## config.mk

```make
export PLATFORM = sky130hd
export DESIGN_NAME = piso_shift_ctrl
export DESIGN_NICKNAME = d
export VERILOG_FILES = /design/src/rtl/piso_shift_ctrl.sv
export SDC_FILE = /design/constraint.sdc
export NUM_CORES = 1
export LEC_CHECK = 0
export CAP_MARGIN = 40
export CORE_MARGIN = 2
export CORE_UTILIZATION = 44
export CTS_CLUSTER_DIAMETER = 60
export DETAILED_ROUTE_END_ITERATION = 10
export GPL_TIMING_DRIVEN = 0
export PLACE_DENSITY_LB_ADDON = 0.05
export REMOVE_ABC_BUFFERS = 1
export SLEW_MARGIN = 30
export SYNTH_ARGS = -nofsm -noshare
export SYNTH_HDL_FRONTEND = slang
export SYNTH_SLANG_ARGS = --single-unit
export TNS_END_PERCENT = 1
```

## constraint.sdc

```tcl
create_clock -name clk -period 1 [get_ports clk]
set_input_delay 0.25 -clock clk [delete_from_list [all_inputs] [get_ports clk]]
set_output_delay 0.25 -clock clk [all_outputs]
set_load 0.03 [all_outputs]
```

## src/rtl/piso_shift_ctrl.sv

```systemverilog
// Parallel-in serial-out shifter with a load handshake, bit counter and
// selectable bit order. Define PISO_PARITY_EN to append an even-parity bit
// after the data bits of every word.
module piso_shift_ctrl #(
   parameter int unsigned WIDTH = 8,
   // Derived from WIDTH; leave at its default.
   parameter int unsigned CNT_W = $clog2(WIDTH + 2)
) (
   input  logic             clk,
   input  logic             rst_n,
   input  logic [WIDTH-1:0] din,
   input  logic             load,
   output logic             load_ready,
   input  logic             lsb_first,
   input  logic             shift,
   output logic             out,
   output logic             out_valid,
   output logic             busy,
   output logic             done
);

`ifdef PISO_PARITY_EN
   typedef enum logic [1:0] {StIdle, StShift, StParity} state_e;
`else
   typedef enum logic [0:0] {StIdle, StShift} state_e;
`endif

   state_e             state_q, state_d;
   logic [WIDTH-1:0]   shreg_q, shreg_d;
   logic               order_q, order_d;
   logic [CNT_W-1:0]   cnt_q, cnt_d;
   logic               out_q, out_d;
   logic               out_valid_q, out_valid_d;
   logic               busy_q, busy_d;
   logic               done_q, done_d;
`ifdef PISO_PARITY_EN
   logic               parity_q, parity_d;
`endif

   // Next-state logic: load handshake in idle, one bit per enabled edge while shifting.
   always_comb begin
      state_d     = state_q;
      shreg_d     = shreg_q;
      order_d     = order_q;
      cnt_d       = cnt_q;
      out_d       = out_q;
      out_valid_d = 1'b0;
      done_d      = 1'b0;
`ifdef PISO_PARITY_EN
      parity_d    = parity_q;
`endif
      case (state_q)
         StIdle: begin
            if (load) begin
               shreg_d = din;
               order_d = lsb_first;
               cnt_d   = CNT_W'(WIDTH);
               state_d = StShift;
`ifdef PISO_PARITY_EN
               parity_d = ^din;
`endif
            end
         end
         StShift: begin
            if (shift) begin
               out_valid_d = 1'b1;
               cnt_d       = cnt_q - CNT_W'(1);
               if (order_q) begin
                  out_d   = shreg_q[0];
                  shreg_d = {1'b0, shreg_q[WIDTH-1:1]};
               end else begin
                  out_d   = shreg_q[WIDTH-1];
                  shreg_d = {shreg_q[WIDTH-2:0], 1'b0};
               end
               if (cnt_q == CNT_W'(1)) begin
`ifdef PISO_PARITY_EN
                  state_d = StParity;
`else
                  // Returning to idle here lets a new load transfer on the done cycle.
                  state_d = StIdle;
                  done_d  = 1'b1;
`endif
               end
            end
         end
`ifdef PISO_PARITY_EN
         StParity: begin
            if (shift) begin
               out_d       = parity_q;
               out_valid_d = 1'b1;
               done_d      = 1'b1;
               state_d     = StIdle;
            end
         end
`endif
         default: state_d = StIdle;
      endcase
      busy_d = (state_d != StIdle);
   end

   // State and output registers, cleared asynchronously.
   always_ff @(posedge clk or negedge rst_n) begin
      if (!rst_n) begin
         state_q     <= StIdle;
         shreg_q     <= '0;
         order_q     <= 1'b0;
         cnt_q       <= '0;
         out_q       <= 1'b0;
         out_valid_q <= 1'b0;
         busy_q      <= 1'b0;
         done_q      <= 1'b0;
`ifdef PISO_PARITY_EN
         parity_q    <= 1'b0;
`endif
      end else begin
         state_q     <= state_d;
         shreg_q     <= shreg_d;
         order_q     <= order_d;
         cnt_q       <= cnt_d;
         out_q       <= out_d;
         out_valid_q <= out_valid_d;
         busy_q      <= busy_d;
         done_q      <= done_d;
`ifdef PISO_PARITY_EN
         parity_q    <= parity_d;
`endif
      end
   end

   // Output drive; load_ready is combinational so a load can transfer on the done cycle.
   always_comb begin
      load_ready = (state_q == StIdle);
      out        = out_q;
      out_valid  = out_valid_q;
      busy       = busy_q;
      done       = done_q;
   end

endmodule
```

==> metrics.csv, run 1 <==
stage,metric,value,unit
pwr,PD cells,2395,nW/um^2
clock_network,H-tree level count,1,
yosys,synth warn,0,
layout,Finished Cell Area,1186,um^2
drt,via/cell ratio,5.015,
yosys,share of the synthesized area in the top cell type,48.36,%
floorplanning,Horiz. Die Dim,48.71,um
pwr,leakage,0.0005162,uW
clock_network,worst skew pair latency,0.30,ns
place,Setup WS pre-CTS,-0.6150,ns
timing,clk_skew,0.006261,ns
timing,fin crit period,1.209,ns
yosys,synthesized flop and latch total,17,
critical_path,critical path class,reg -> reg,
floorplanning,starting density of the core,45.77,%
yosys,Mapped Area,879.6,um^2
grt,Global Route Usage Sum,16.19,%
critical_path,CP Max Fanout,7,
drt,"antenna viol nets, final",0,
yosys,sequential fraction of the synthesis area,48.36,%
critical_path,crit path cell chain,buf_6 > mux2_4 > o221a_1,
place,IO buf count,17,
clock_network,clock sinks,17,
place,post-DP HPWL,1142,um
grt,largest net degree at the start of global routing,18,
critical_path,CP Data Required Time,1.19,ns
yosys,Async SR Flop Fraction,100.0,%
layout,share of cells above drive strength 1,30.00,%
yosys,synth top area cells,"dfrtp_1 48%, nand2_1 5.5%, mux2_2 5.1%",
timing,Max Freq,0.8268,GHz
yosys,Post-synth top cells,"17 x dfrtp_1, 13 x nand2_1",
floorplanning,Vert. Die Dim,48.71,um
timing,unrepaired setup endpoints after global routing,yes,
yosys,synth unique cells,30,
clock_network,TritonCTS clock tree,yes,
drt,TritonRoute pass-1 iters,4,
critical_path,CP endpoint kind,register,
grt,global-route wire length before repair,2891,um
pwr,Overall Power,2841,uW
critical_path,worst r2r path cells,3,
yosys,mean post-synth cell area,10.23,um^2
timing,Slew headroom,72.48,%
floorplanning,Core Region,1922,um^2
outcome,failing checks,negative setup slack,
layout,register area,429.2,um^2
critical_path,"CP delay by family, top",flip-flops,
place,placed cell area,1059,um^2
timing,setup ws final,-0.2095,ns
clock_network,clk buf depth,2,
yosys,"count leader, synth",dfrtp_1,
layout,Final nets,126,
floorplanning,# rows,16,
pwr,VDD IR max,1199,uV
outcome,status,"finished, violations left",
floorplanning,die area,2373,um^2
hold_path,hold crit path type,in -> async,
yosys,most used flip-flop cell after synthesis,dfrtp_1,
critical_path,Arrival @ worst endpoint,1.40,ns
timing,Final setup violation count,19,
run,max_cap viols,0,
layout,area occupied by multi-input gates,445.4,um^2
layout,fill cell count,171,
grt,initial antenna violation count,0,
layout,Ant. Diodes,0,
drt,routed via count,687,
critical_path,"Slowest-stage cell, CP",dfrtp_2,
place,routability-driven placement congestion ratio,0.7490,
critical_path,WP buf/inv,1,
clock_network,Root Buffer,clkbuf_4,
timing,part of the cycle the worst path needs,120.9,%
critical_path,CP peak stage delay,0.44,ns
clock_network,CTS clock-pin slew for the worst setup and hold paths,0.10,ns
floorplanning,IO Count,18,
grt,grt total ovfl,0,
yosys,Post-synth EDFFs,0,
critical_path,startpoint class of the critical path,register,
clock_network,CTS buffer count,3,
yosys,Syn Inst Count,86,
critical_path,Crit. path cell count,3,
timing,Final Hold Viols,0,
drt,final WL,1767,um
yosys,Synth area leader,dfrtp_1,
layout,area grow syn2layout,34.85,%
timing,max-slew violations,0,
timing,Worst Tran Pin Value,0.4116,ns
grt,number of global-route vias before repair,617,
drt,1st-iter DRT viols,4,
drt,DRC viols,0,
drt,WL per Instance,12.90,um
layout by cell type, fill, tap and decap left out, types with 3 or more instances in the layout:
cell,n
dfrtp_1,14
nand2_1,12
clkdlybuf4s50_1,10
buf_6,5
inv_2,4
o22ai_1,4
a21oi_1,4
nand3_1,4
buf_4,4
mux2i_1,3
mux2_2,3
o21ai_1,3
o21ai_0,3
dfrtp_2,3
clkbuf_4,3
worst register-to-register path, delay by kind of cell (launching register included):
kind	cells	cell delay, ns
DFF	1	0.44
muxes	1	0.31
AOI/OAI and AO/OA	1	0.20
buffers and inverters	1	0.14
state kept, by name, summed over array words and instances (netlist names):
signal / count
shreg_q: 8
cnt_q: 4
busy: 1
done: 1
order_q: 1
out: 1
out_valid: 1
area by class of cell:
class | instances | area share, %
Timing Repair Buffer | 24 | 19.51
Multi-Input combinational cell | 60 | 37.55
Tap cell | 27 | 2.848
Clock buffer | 3 | 1.899
Sequential cell | 17 | 36.18
Inverter | 5 | 1.582
Clock inverter | 1 | 0.4219
through the flow:
stage	TNS [ns]	hold slack (ns)	std cells	util [%]
2_1_floorplan	-3.699	-0.04559	82	-
3_3_place_gp	-14.68	0.4630	126	55.08
3_5_place_dp	-14.53	0.4693	126	55.08
4_1_cts	-3.066	0.4122	133	58.66
5_1_grt	-3.959	0.2462	137	61.72
6_report	-2.930	0.2397	137	61.72
repair_timing:
| action | CTS | global route |
|---|---|---|
| hold buffers | 0 | 0 |
| cloned | 0 | 0 |
| resized for setup | 33 | 7 |
| buffers inserted | 3 | 3 |
| pin swaps | 1 | 4 |
| setup endpoints to repair | 22 | 22 |
report_power, final:
group          leakage [uW]  switching (uW)  total (uW)  internal, uW
Sequential         0.000200             325        1290           966
Clock             0.0000177             220         369           149
Combinational      0.000298             528        1180           653
metal layers:
layer,GRT usage [%],part of all wire [%],vias up
met5,0,0,-
met4,5.714,1.1,0
met3,7.407,5.3,4
li1,-,-,349
met2,21.69,45,14
met1,22.85,48,320
worst paths after layout:
| check | slack [ns] | from | to |
|---|---|---|---|
| setup / recovery | -0.21 | busy | shreg_q[7] |
| hold / removal | 0.24 | rst_n | cnt_q[3] |
| setup reg to reg | -0.21 | busy | shreg_q[7] |
| hold reg to reg | 0.49 | out | out |
| max in group asynchronous | 0.33 | rst_n | order_q |
| min in group clk | 0.46 | lsb_first | order_q |
cell families (layout without fill, tap and decap cells):
logic type / after synthesis / after routing / synth area share, %
XOR/XNOR: 2 / 2 / 1.992
flip-flops: 17 / 17 / 48.36
buffers and inverters: 9 / 33 / 4.978
AND/OR/NAND/NOR: 28 / 28 / 18.21
adder cells (fa/ha/maj): 2 / 2 / 2.844
multiplexers: 8 / 8 / 9.815
AO/OA/AOI/OAI: 20 / 20 / 13.80
No activity file was read; power rests on OpenSTA's default activity.
==> inputs of run 2 (changes only) <==
- CORE_UTILIZATION: 44 -> 45
- PLACE_DENSITY: unset -> 0.81
- PLACE_DENSITY_LB_ADDON: 0.05 -> unset
- clock period: 1 -> 1.3 ns (I/O delays scaled with it)
==> metrics.csv, run 2 (same netlist as run 1, synthesis figures left out) <==
stage,metric,value,unit
critical_path,critical path class,reg -> out,
grt,largest net degree at the start of global routing,18,
critical_path,CP Max Fanout,2,
drt,TritonRoute pass-1 iters,5,
pwr,Overall Power,2020,uW
clock_network,H-tree level count,1,
critical_path,CP peak stage delay,0.39,ns
pwr,combinational power share,37.3,%
place,post-DP HPWL,1144,um
drt,WL per Instance,12.49,um
pwr,Seq pwr share,48.4,%
critical_path,WP buf/inv,1,
clock_network,clock sinks,17,
clock_network,CTS buffer count,3,
grt,Global Route Usage Sum,17.01,%
clock_network,CTS clock-pin slew for the worst setup and hold paths,0.11,ns
layout,fill cell count,144,
timing,fin crit period,1.283,ns
timing,Final Hold Viols,0,
hold_path,hold crit path type,in -> async,
grt,number of global-route vias before repair,648,
critical_path,startpoint class of the critical path,register,
floorplanning,# rows,15,
drt,via/cell ratio,5.099,
pwr,PD cells,1810,nW/um^2
pwr,sw frac,37.49,%
pwr,net switching power,757.6,uW
timing,Slew headroom,73.22,%
clock_network,worst skew pair latency,0.29,ns
timing,Worst Tran Pin Value,0.4004,ns
timing,Max Freq,0.7793,GHz
place,IO buf count,17,
clock_network,Root Buffer,clkbuf_4,
layout,Final Util,62.60,%
floorplanning,Horiz. Die Dim,48.21,um
outcome,status,"complete, no violations",
floorplanning,Vert. Die Dim,48.21,um
layout,"most common cell after layout, fill and taps aside",dfrtp_1,
grt,GR Util met2,25.53,%
clock_network,clk buf depth,2,
layout,biggest regs,"shreg_q x8, cnt_q x4",
layout,Ant. Diodes,0,
place,dpl cells,124,
timing,unrepaired setup endpoints after global routing,yes,
pwr,clock share of power,14.3,%
timing,Final setup violation count,0,
clock_network,cts hold-fix bufs,0,
layout,area grow syn2layout,26.88,%
timing,max-slew violations,0,
layout,share of cells above drive strength 1,22.64,%
critical_path,crit path cell chain,clkdlybuf4s15_2,
grt,met1 Resource Use GR,23.49,%
critical_path,CP Data Required Time,0.98,ns
layout,area occupied by multi-input gates,412.9,um^2
run,max_cap viols,0,
floorplanning,IO Count,18,
grt,met3 Usage GRT,2.222,%
grt,initial antenna violation count,0,
clock_network,TritonCTS clock tree,yes,
drt,"antenna viol nets, final",0,
layout,register area,427.9,um^2
drt,DRC viols,0,
critical_path,"Slowest-stage cell, CP",dfrtp_1,
critical_path,"CP delay by family, top",flip-flops,
floorplanning,Core Region,1783,um^2
timing,clk_skew,0.003866,ns
layout,most frequent cells in the layout,"15 x dfrtp_1, 13 x nand2_1, 10 x clkdlybuf4s50_1",
critical_path,CP endpoint kind,primary output,
grt,global-route wire length before repair,2725,um
drt,final WL,1636,um
drt,1st-iter DRT viols,11,
pwr,internal power,1263,uW
place,routability-driven placement congestion ratio,0.7888,
grt,grt total ovfl,0,
floorplanning,die area,2324,um^2
pwr,VDD IR max,786.2,uV
grt,busiest grt layer,met2,
floorplanning,starting density of the core,49.33,%
timing,part of the cycle the worst path needs,98.71,%
layout,number of flip-flops in the largest register,8,
layout,Final nets,122,
pwr,leakage,0.0004868,uW
layout,fin cells,131,
layout,Biggest register,shreg_q,
critical_path,Arrival @ worst endpoint,0.96,ns
drt,routed via count,668,
==> run 2: cell types whose count changed in the layout (fill, tap and decap cells not counted), moves of 2 or more <==
cell,change
buf_4,-3
buf_6,-2
inv_1,+2
inv_2,-2
==> run 2: stage by stage <==
step	setup slack (ns)	instance area (um^2)	hold WS [ns]	TNS [ns]
2_1_floorplan	-0.1334	854.6	0.02941	-0.3258
3_3_place_gp	-0.3683	1056	0.4622	-5.051
3_5_place_dp	-0.3676	1056	0.4735	-5.277
4_1_cts	-0.05517	1100	0.4860	-0.05517
5_1_grt	-0.01847	1116	0.3392	-0.03624
6_report	0.01680	1116	0.3129	0
==> run 2: final timing paths <==
path,startpoint,endpoint,slack (ns),cells after the start
worst max register to register,busy,shreg_q[7],0.04,3
worst min-delay path,rst_n,cnt_q[2],0.31,1
min in group clk,out,out,0.49,2
worst max-delay path,out,out,0.02,1
worst min register to register,out,out,0.49,2
max in group asynchronous,rst_n,order_q,0.56,2
==> run 2: repair_timing <==
| action | CTS | global route |
|---|---|---|
| buffers inserted | 2 | 0 |
| endpoints found under the setup margin | 9 | 8 |
| resized for setup | 21 | 6 |
==> run 2: layout make-up <==
class                           count  share of cell area [%]
Clock buffer                        3                   2.018
Clock inverter                      1                  0.4484
Inverter                            5                   1.682
Multi-Input combinational cell     60                   37.00
Sequential cell                    17                   38.34
Tap cell                           25                   2.803
Timing Repair Buffer               20                   17.71
==> run 2: power by group through the flow <==
stage	Combinational [uW]	Sequential [uW]	Clock (uW)
2_1_floorplan	496	993	0
3_3_place_gp	710	989	0
3_5_place_dp	731	997	0
4_1_cts	753	974	299
5_1_grt	845	1010	320
6_report	753	978	289
==> run 2: routing by layer <==
layer	up-vias	wire length (um)
met5	-	0
met4	0	20
met3	2	77
met2	18	744
met1	306	794
li1	342	-
==> inputs of run 3 (changes only) <==
- CELL_PAD_IN_SITES_DETAIL_PLACEMENT: unset -> 0
- CELL_PAD_IN_SITES_GLOBAL_PLACEMENT: unset -> 1
- CORE_ASPECT_RATIO: unset -> 0.8
- CORE_UTILIZATION: 45 -> 38
- PLACE_DENSITY: 0.81 -> 0.87
==> metrics.csv, run 3 (same netlist as run 1, synthesis figures left out) <==
stage,metric,value,unit
drt,DRC viols,0,
layout,biggest regs,"shreg_q x8, cnt_q x4",
timing,fin crit period,1.285,ns
timing,Slew headroom,72.30,%
layout,"most common cell after layout, fill and taps aside",dfrtp_1,
timing,Max Freq,0.7783,GHz
clock_network,CTS clock-pin slew for the worst setup and hold paths,0.10,ns
timing,Final Hold Viols,0,
pwr,PD cells,1815,nW/um^2
layout,share of cells above drive strength 1,22.86,%
place,IO buf count,17,
critical_path,CP endpoint kind,primary output,
grt,initial antenna violation count,0,
place,post-DP HPWL,1254,um
drt,TritonRoute pass-1 iters,1,
drt,final WL,1780,um
layout,most frequent cells in the layout,"15 x dfrtp_1, 13 x nand2_1, 10 x clkdlybuf4s50_1",
floorplanning,die area,2718,um^2
layout,Finished Cell Area,1115,um^2
floorplanning,IO Count,18,
outcome,status,"complete, no violations",
grt,number of global-route vias before repair,627,
critical_path,r2r endpoint,shreg_q[7],
timing,Final setup violation count,0,
clock_network,clock sinks,17,
layout,fin cells,130,
drt,"antenna viol nets, final",0,
drt,WL per Instance,13.69,um
floorplanning,starting density of the core,40.40,%
layout,Final Util,51.21,%
run,max_cap viols,0,
floorplanning,Horiz. Die Dim,57.79,um
clock_network,Root Buffer,clkbuf_4,
floorplanning,Core Region,2177,um^2
grt,grt total ovfl,0,
clock_network,clk buf depth,2,
critical_path,R2R Path Start,busy,
hold_path,hold crit path type,in -> async,
timing,part of the cycle the worst path needs,98.84,%
timing,clk_skew,0.004983,ns
pwr,leakage,0.0004913,uW
drt,via/cell ratio,5.146,
critical_path,Arrival @ worst endpoint,0.96,ns
timing,max-slew violations,0,
timing,Worst Tran Pin Value,0.4141,ns
critical_path,crit path cell chain,clkdlybuf4s15_2,
grt,global-route wire length before repair,2953,um
clock_network,H-tree level count,1,
place,routability-driven placement congestion ratio,0.7885,
critical_path,"Slowest-stage cell, CP",dfrtp_1,
place,dpl cells,124,
clock_network,CTS buffer count,3,
timing,unrepaired setup endpoints after global routing,yes,
floorplanning,Vert. Die Dim,47.03,um
critical_path,WP buf/inv,1,
critical_path,startpoint class of the critical path,register,
critical_path,R2R setup slack,0.04,ns
clock_network,TritonCTS clock tree,yes,
layout,number of flip-flops in the largest register,8,
layout,Ant. Diodes,0,
layout,Final nets,121,
pwr,VDD IR max,988.5,uV
critical_path,CP Data Required Time,0.98,ns
critical_path,"CP delay by family, top",flip-flops,
critical_path,CP Max Fanout,2,
critical_path,CP peak stage delay,0.39,ns
drt,routed via count,669,
grt,largest net degree at the start of global routing,18,
floorplanning,# rows,15,
critical_path,critical path class,reg -> out,
place,placed cell area,1056,um^2
clock_network,worst skew pair latency,0.29,ns
layout,Biggest register,shreg_q,
critical_path,Crit. path cell count,1,
critical_path,worst r2r path cells,3,
grt,Global Route Usage Sum,14.93,%
clock_network,cts hold-fix bufs,0,
drt,1st-iter DRT viols,0,
layout,area grow syn2layout,26.74,%
-- run 3: metal layers --
layer	vias up	GRT usage, %	part of all wire, %
li1	338	-	-
met1	317	19.83	48
met2	12	22.27	45
met3	2	6.061	5.5
met4	0	5.581	0.56
met5	-	0	0
-- run 3: cell type report --
class,instances,area [um^2]
Fill cell,226,1062
Multi-Input combinational cell,60,415.4
Timing Repair Buffer,19,193.9
Clock buffer,3,22.52
Clock inverter,1,5.005
Tap cell,25,31.28
Inverter,5,18.77
Sequential cell,17,427.9
-- run 3: per-stage QoR --
stage | setup TNS, ns | setup slack, ns | hold slack [ns] | total power, uW
after floorplan | -0.3258 | -0.1334 | 0.02941 | 1488
after global placement | -5.129 | -0.3584 | 0.4624 | 1711
after detailed placement | -5.111 | -0.3838 | 0.4771 | 1743
after CTS | -0.04899 | -0.04899 | 0.4846 | 2036
after global routing | -0.06646 | -0.02422 | 0.3358 | 2193
final | 0 | 0.01511 | 0.3199 | 2024
-- run 3: worst max path at each step --
stage | startpoint | end | slack [ns]
CTS | busy | busy | -0.05
floorplan | busy | shreg_q[7] | -0.13
global route | out | out | -0.02
global placement | busy | busy | -0.36
finish | out | out | 0.02
detailed placement | shift | shreg_q[7] | -0.38
-- run 3: what timing repair did --
item                                    CTS  global route
endpoints found under the setup margin   11            12
buffers inserted                          1             0
resized for setup                        21             7
-- run 3: power breakdown --
group | total (uW) | switching, uW | internal (uW) | leakage [uW]
Clock | 279 | 164 | 115 | 0.0000177
Sequential | 977 | 238 | 740 | 0.000202
Combinational | 767 | 362 | 405 | 0.000272
Total | 2020 | 764 | 1260 | 0.000491
